$ cat src/rtl/uart_tx_fifo_pkg.sv
// Shared types and constants for the UART transmit byte queue
// and its mmio status/ctrl register mapping.
package uart_tx_fifo_pkg;

  localparam int UART_TX_FIFO_DEPTH = 16;
  localparam int UART_TX_WIDTH      = 8;

  // bit positions in io_w.uart.ctrl
  localparam int UART_CTRL_FLUSH_BIT   = 0;
  localparam int UART_CTRL_CLR_OVF_BIT = 1;

  typedef struct packed {
    logic overflow;
    logic full;
    logic empty;
  } uart_tx_status_t;

endpackage

$ cat src/rtl/uart_tx_fifo_if.sv
// FWFT valid/ready byte stream from the TX queue to the
// uart_tx serializer.
interface uart_tx_fifo_if #(
  parameter int WIDTH = 8
);

  logic             tx_data_valid;
  logic [WIDTH-1:0] tx_data;
  logic             tx_ready;

  modport master (
    output tx_data_valid,
    output tx_data,
    input  tx_ready
  );

  modport slave (
    input  tx_data_valid,
    input  tx_data,
    output tx_ready
  );

endinterface

$ cat src/rtl/uart_tx_fifo.sv
// Transmit byte queue between the mmio UART TX register and
// uart_tx; absorbs CPU store bursts, reports status.
module uart_tx_fifo
  import uart_tx_fifo_pkg::*;
#(
  parameter int DEPTH = UART_TX_FIFO_DEPTH,
  parameter int WIDTH = UART_TX_WIDTH
) (
  input  logic                       clk,
  input  logic                       rst,
  input  logic                       wr_en,
  input  logic [WIDTH-1:0]           wr_data,
  input  logic                       flush,
  input  logic                       clr_ovf,
  uart_tx_fifo_if.master             tx,
  output logic                       full,
  output logic                       empty,
  output logic                       overflow,
  output logic [$clog2(DEPTH+1)-1:0] count
);

  localparam int AW = $clog2(DEPTH);
  localparam int CW = $clog2(DEPTH+1);

  logic [WIDTH-1:0] mem [DEPTH];
  logic [AW-1:0]    rd_ptr;
  logic [AW-1:0]    wr_ptr;
  logic [CW-1:0]    cnt;
  logic             ovf;
  logic             pop;
  logic             push;
  logic             ovf_set;

  assign empty    = (cnt == '0);
  assign full     = (cnt == CW'(DEPTH));
  assign count    = cnt;
  assign overflow = ovf;

  assign tx.tx_data_valid = !empty;
  assign tx.tx_data       = mem[rd_ptr];

  assign pop     = !empty & tx.tx_ready;
  assign push    = wr_en & (!full | pop);
  // a write swallowed by flush is not an overflow
  assign ovf_set = wr_en & full & !pop & !flush;

  always_ff @(posedge clk) begin
    if (rst) begin
      rd_ptr <= '0;
      wr_ptr <= '0;
      cnt    <= '0;
    end else if (flush) begin
      rd_ptr <= '0;
      wr_ptr <= '0;
      cnt    <= '0;
    end else begin
      if (push) wr_ptr <= wr_ptr + AW'(1);
      if (pop)  rd_ptr <= rd_ptr + AW'(1);
      unique case ({push, pop})
        2'b10:   cnt <= cnt + CW'(1);
        2'b01:   cnt <= cnt - CW'(1);
        default: cnt <= cnt;
      endcase
    end
  end

  always_ff @(posedge clk) begin
    if (rst)          ovf <= 1'b0;
    else if (ovf_set) ovf <= 1'b1;
    else if (clr_ovf) ovf <= 1'b0;
  end

  always_ff @(posedge clk) begin
    if (push && !flush && !rst)
      mem[wr_ptr] <= wr_data;
  end

endmodule

$ cat src/flat_wrapper.sv
// flat-port wrapper written by rule: the top's interface ports become plain ports
module uart_tx_fifo_flat import uart_tx_fifo_pkg::*;
#(
  parameter int DEPTH = UART_TX_FIFO_DEPTH,
  parameter int WIDTH = UART_TX_WIDTH
)
  (clk, rst, wr_en, wr_data, flush, clr_ovf, full, empty, overflow, count, tx_tx_data_valid, tx_tx_data, tx_tx_ready);
  uart_tx_fifo_if #(.WIDTH(WIDTH)) tx_i ();
  input  logic clk;
  input  logic rst;
  input  logic wr_en;
  input  logic [WIDTH-1:0] wr_data;
  input  logic flush;
  input  logic clr_ovf;
  output logic full;
  output logic empty;
  output logic overflow;
  output logic [$clog2(DEPTH+1)-1:0] count;
  output wire logic [$bits(tx_i.tx_data_valid)-1:0] tx_tx_data_valid;
  output wire logic [$bits(tx_i.tx_data)-1:0] tx_tx_data;
  input wire logic [$bits(tx_i.tx_ready)-1:0] tx_tx_ready;
  assign tx_tx_data_valid = tx_i.tx_data_valid;
  assign tx_tx_data = tx_i.tx_data;
  assign tx_i.tx_ready = tx_tx_ready;
  uart_tx_fifo #(.DEPTH(DEPTH), .WIDTH(WIDTH)) u_core (.clk(clk), .rst(rst), .wr_en(wr_en), .wr_data(wr_data), .flush(flush), .clr_ovf(clr_ovf), .tx(tx_i), .full(full), .empty(empty), .overflow(overflow), .count(count));
endmodule
$ cat config.mk
export PLATFORM = sky130hd
export DESIGN_NAME = uart_tx_fifo_flat
export DESIGN_NICKNAME = d
export VERILOG_FILES = /design/src/rtl/uart_tx_fifo_pkg.sv /design/src/rtl/uart_tx_fifo_if.sv /design/src/rtl/uart_tx_fifo.sv /design/src/flat_wrapper.sv
export SDC_FILE = /design/constraint.sdc
export NUM_CORES = 1
export LEC_CHECK = 0
export CAP_MARGIN = 20
export CELL_PAD_IN_SITES_DETAIL_PLACEMENT = 2
export CELL_PAD_IN_SITES_GLOBAL_PLACEMENT = 2
export CORE_UTILIZATION = 40
export CTS_BUF_LIST = sky130_fd_sc_hd__clkbuf_4
export DETAILED_ROUTE_END_ITERATION = 10
export PLACE_DENSITY = 0.69
export SLEW_MARGIN = 20
export SYNTH_ARGS = -nofsm -noshare
export SYNTH_HDL_FRONTEND = slang
export SYNTH_SLANG_ARGS = --single-unit
$ cat constraint.sdc
create_clock -name clk -period 3.4 [get_ports clk]
set_input_delay 0.68 -clock clk [delete_from_list [all_inputs] [get_ports clk]]
set_output_delay 0.68 -clock clk [all_outputs]
set_load 0.01 [all_outputs]
==> results_dict.tcl, run 1 <==
set metrics [dict create \
    path_class "reg2out" \
    netlist_top_cells_area "edfxtp_1, mux4_2, dfxtp_1" \
    routed_via_density 5.56 \
    slew_violations 0 \
    synth_most_common_cell "edfxtp_1" \
    grt_pass1_vias 3435 \
    ys_ff_latch 146 \
    die_x_microns 123 \
    drive_above_1_share_pct 22.6 \
    clockBufferDepth 2 \
    max_freq_mhz 306 \
    period_share_pct 96.0 \
    ys_warn_count 0 \
    maxCapViolCount 0 \
    setup_violations 0 \
    grt_overflow 0 \
    row_count 43 \
    grt_pass1_wl_microns 21700 \
    core-area_sq_um 14000 \
    netlist-cell-type-count 35 \
    slew_headroom_pct 55.6 \
    end_kind "primary output" \
    ir_drop_v 0.000208 \
    max_slew.worst_pin.slew_ns 0.664 \
    outcome "finished clean" \
    dieArea_sq_um 15000 \
    whs_ns 0.507 \
    post-route-drc-count 0 \
    p_leak_nw 2.26 \
    antenna_found_initial 1 \
    hold_class "reg2reg" \
    arrival_ns 2.58 \
    fp.dieH_microns 123 \
    htree_levels 4 \
    postRouteAntennaNets 0 \
    seq_area_frac_synth_pct 72.4 \
    synthTopCellsByCount "edfxtp_1, mux4_2, nor2_1" \
    p_per_area_nw_per_um2 499 \
    grt_max_degree 33 \
    synth.avg_cell_area_sq_um 18.3 \
    grt_use_total_pct 21.3 \
    synthesis.area_sq_um 5810 \
    hold_viol_final 0 \
    clock_latency_ns 0.56 \
    tritoncts "yes" \
    globalplace.congestion 0.808 \
    fin_util_pct 48.4 \
    io_pins 31 \
    place_hpwl_microns 9120 \
    synthToLayoutAreaGrowth_pct 16.9 \
    start_kind "flop" \
    io_buffers 30 \
    wl_microns 14300 \
    synth_edf_count 128 \
    cts-root-buf "clkbuf_4" \
    drt-initial-drc-count 260 \
    clkSinkCount 146 \
    synth_top_cell_by_area "edfxtp_1" \
    period_needed_ns 3.26 \
    async_flop_share_pct 0 \
    layout.nets 391 \
    route.vias.total 3119 \
    postSynthCellCount 318 \
    cts_buffers 17 \
    cts_setup_buffers 0 \
    synth_ff_type "edfxtp_1" \
    synth_top_area_share_pct 66.2 \
    rsz0062_at_grt "false" \
    tns_ns 0 \
    syn_nets 342 \
    start_util_pct 41.4 \
    path_max_fanout 16 \
    crit_required_ns 2.72 \
    wl_per_cell_microns 25.6 \
    finalClockSkew_ns 0.0175 \
    path_clk_slew_ns 0.11 \
    firstDrtPassIters 4 \
]
==> report_power, final <==
group          leakage, nW  internal (mW)  switching [mW]
registers             1.30           1.95         0.00626
logic                0.786         0.0671          0.0860
clock network        0.176          0.650           0.626
total                 2.26           2.67           0.719
==> flip-flops by register name, indices dropped and copies added (netlist names), named ones only <==
name	flops
u_core.overflow	1
u_core.count	5
u_core.rd_ptr	4
u_core.mem	128
u_core.wr_ptr	4
==> final cells by class <==
type | instances | area [sq um]
antenna | 1 | 2.50
clock buffer | 18 | 135
clock inverter | 14 | 193
fill | 1291 | 7250
inverter | 8 | 30.0
multi-input combinational | 150 | 1550
sequential | 146 | 4210
tap | 180 | 225
timing repair buffer | 44 | 450
==> logic make-up after synthesis <==
group                      Yosys count  share of synthesized area (%)
buffers and inverters               22                           1.51
xor gates and xnor gates             5                          0.754
adders and majority gates           10                           2.28
and+or+nand+nor                     70                           6.31
DFF                                146                           72.4
muxes                               36                           13.1
AOI/OAI and AO/OA                   29                           3.66
==> layer usage <==
metal | part of all wire [%] | up-vias | track usage, %
li1 | - | 1369 | -
met1 | 42 | 1658 | 26.3
met2 | 53 | 72 | 36.1
met3 | 3.2 | 20 | 5.58
met4 | 1.7 | 0 | 7.39
met5 | 0 | - | 0
==> metrics by stage <==
stage	cells	worst slack [ns]	power (mW)	area [sq um]
3_5_place_dp	527	0.193	2.15	6400
6_report	561	0.135	3.39	6790
2_1_floorplan	318	0.671	2.07	5810
5_1_grt	561	0.00325	3.49	6790
3_3_place_gp	527	0.248	2.14	6400
4_1_cts	560	0.0166	3.41	6770
==> worst max-delay path, cell delays in order (launching register included) <==
cell             delay, ns
dfxtp_4               0.42
buf_12                0.20
mux4_2                0.55
a22oi_1               0.25
nand2_1               0.11
clkdlybuf4s50_1       0.48
==> cell usage in the layout (no fill, tap or decap), drive strengths merged, types with 2 or more instances in the layout <==
| cell | count |
|---|---|
| nor2b | 2 |
| and2 | 2 |
| dfxtp | 18 |
| clkbuf | 18 |
| inv | 8 |
| mux4 | 32 |
| nand3 | 4 |
| clkinv | 8 |
| and3 | 16 |
| a21oi | 6 |
| nor2 | 20 |
| o21ai | 3 |
| xor2 | 4 |
| buf | 14 |
| ha | 9 |
| a22oi | 16 |
| or4 | 3 |
| mux2i | 3 |
| o211ai | 2 |
| bufinv | 5 |
| edfxtp | 128 |
| nand2 | 14 |
| nand2b | 2 |
| clkdlybuf4s50 | 30 |
==> worst paths after layout <==
check / start / end / slack (ns) / cells past startpoint
max: flop / tx_tx_data[4] / 0.14 / 5
min: u_core.overflow$_SDFFE_PP0P_ / u_core.overflow$_SDFFE_PP0P_ / 0.51 / 2
max reg2reg: u_core.count[3]$_SDFFE_PP0P_ / u_core.count[4]$_SDFFE_PP0P_ / 0.40 / 9
min reg2reg: u_core.overflow$_SDFFE_PP0P_ / u_core.overflow$_SDFFE_PP0P_ / 0.51 / 2
==> what timing repair did <==
action / 4_1_cts / 5_1_grt
hold endpoints to repair: 0 / 0
pin swaps: 0 / 1
cloned: 1 / 0
hold buffers: 0 / 0
setup endpoints to repair: 3 / 8
resized for setup: 2 / 6
(Power assumes the default switching activity.)
==> run 2, diff against run 1 <==
SLEW_MARGIN = 5   (was 20)
==> results of run 2 <==
Final layout, timing and power as in run 1 (identical DEF).
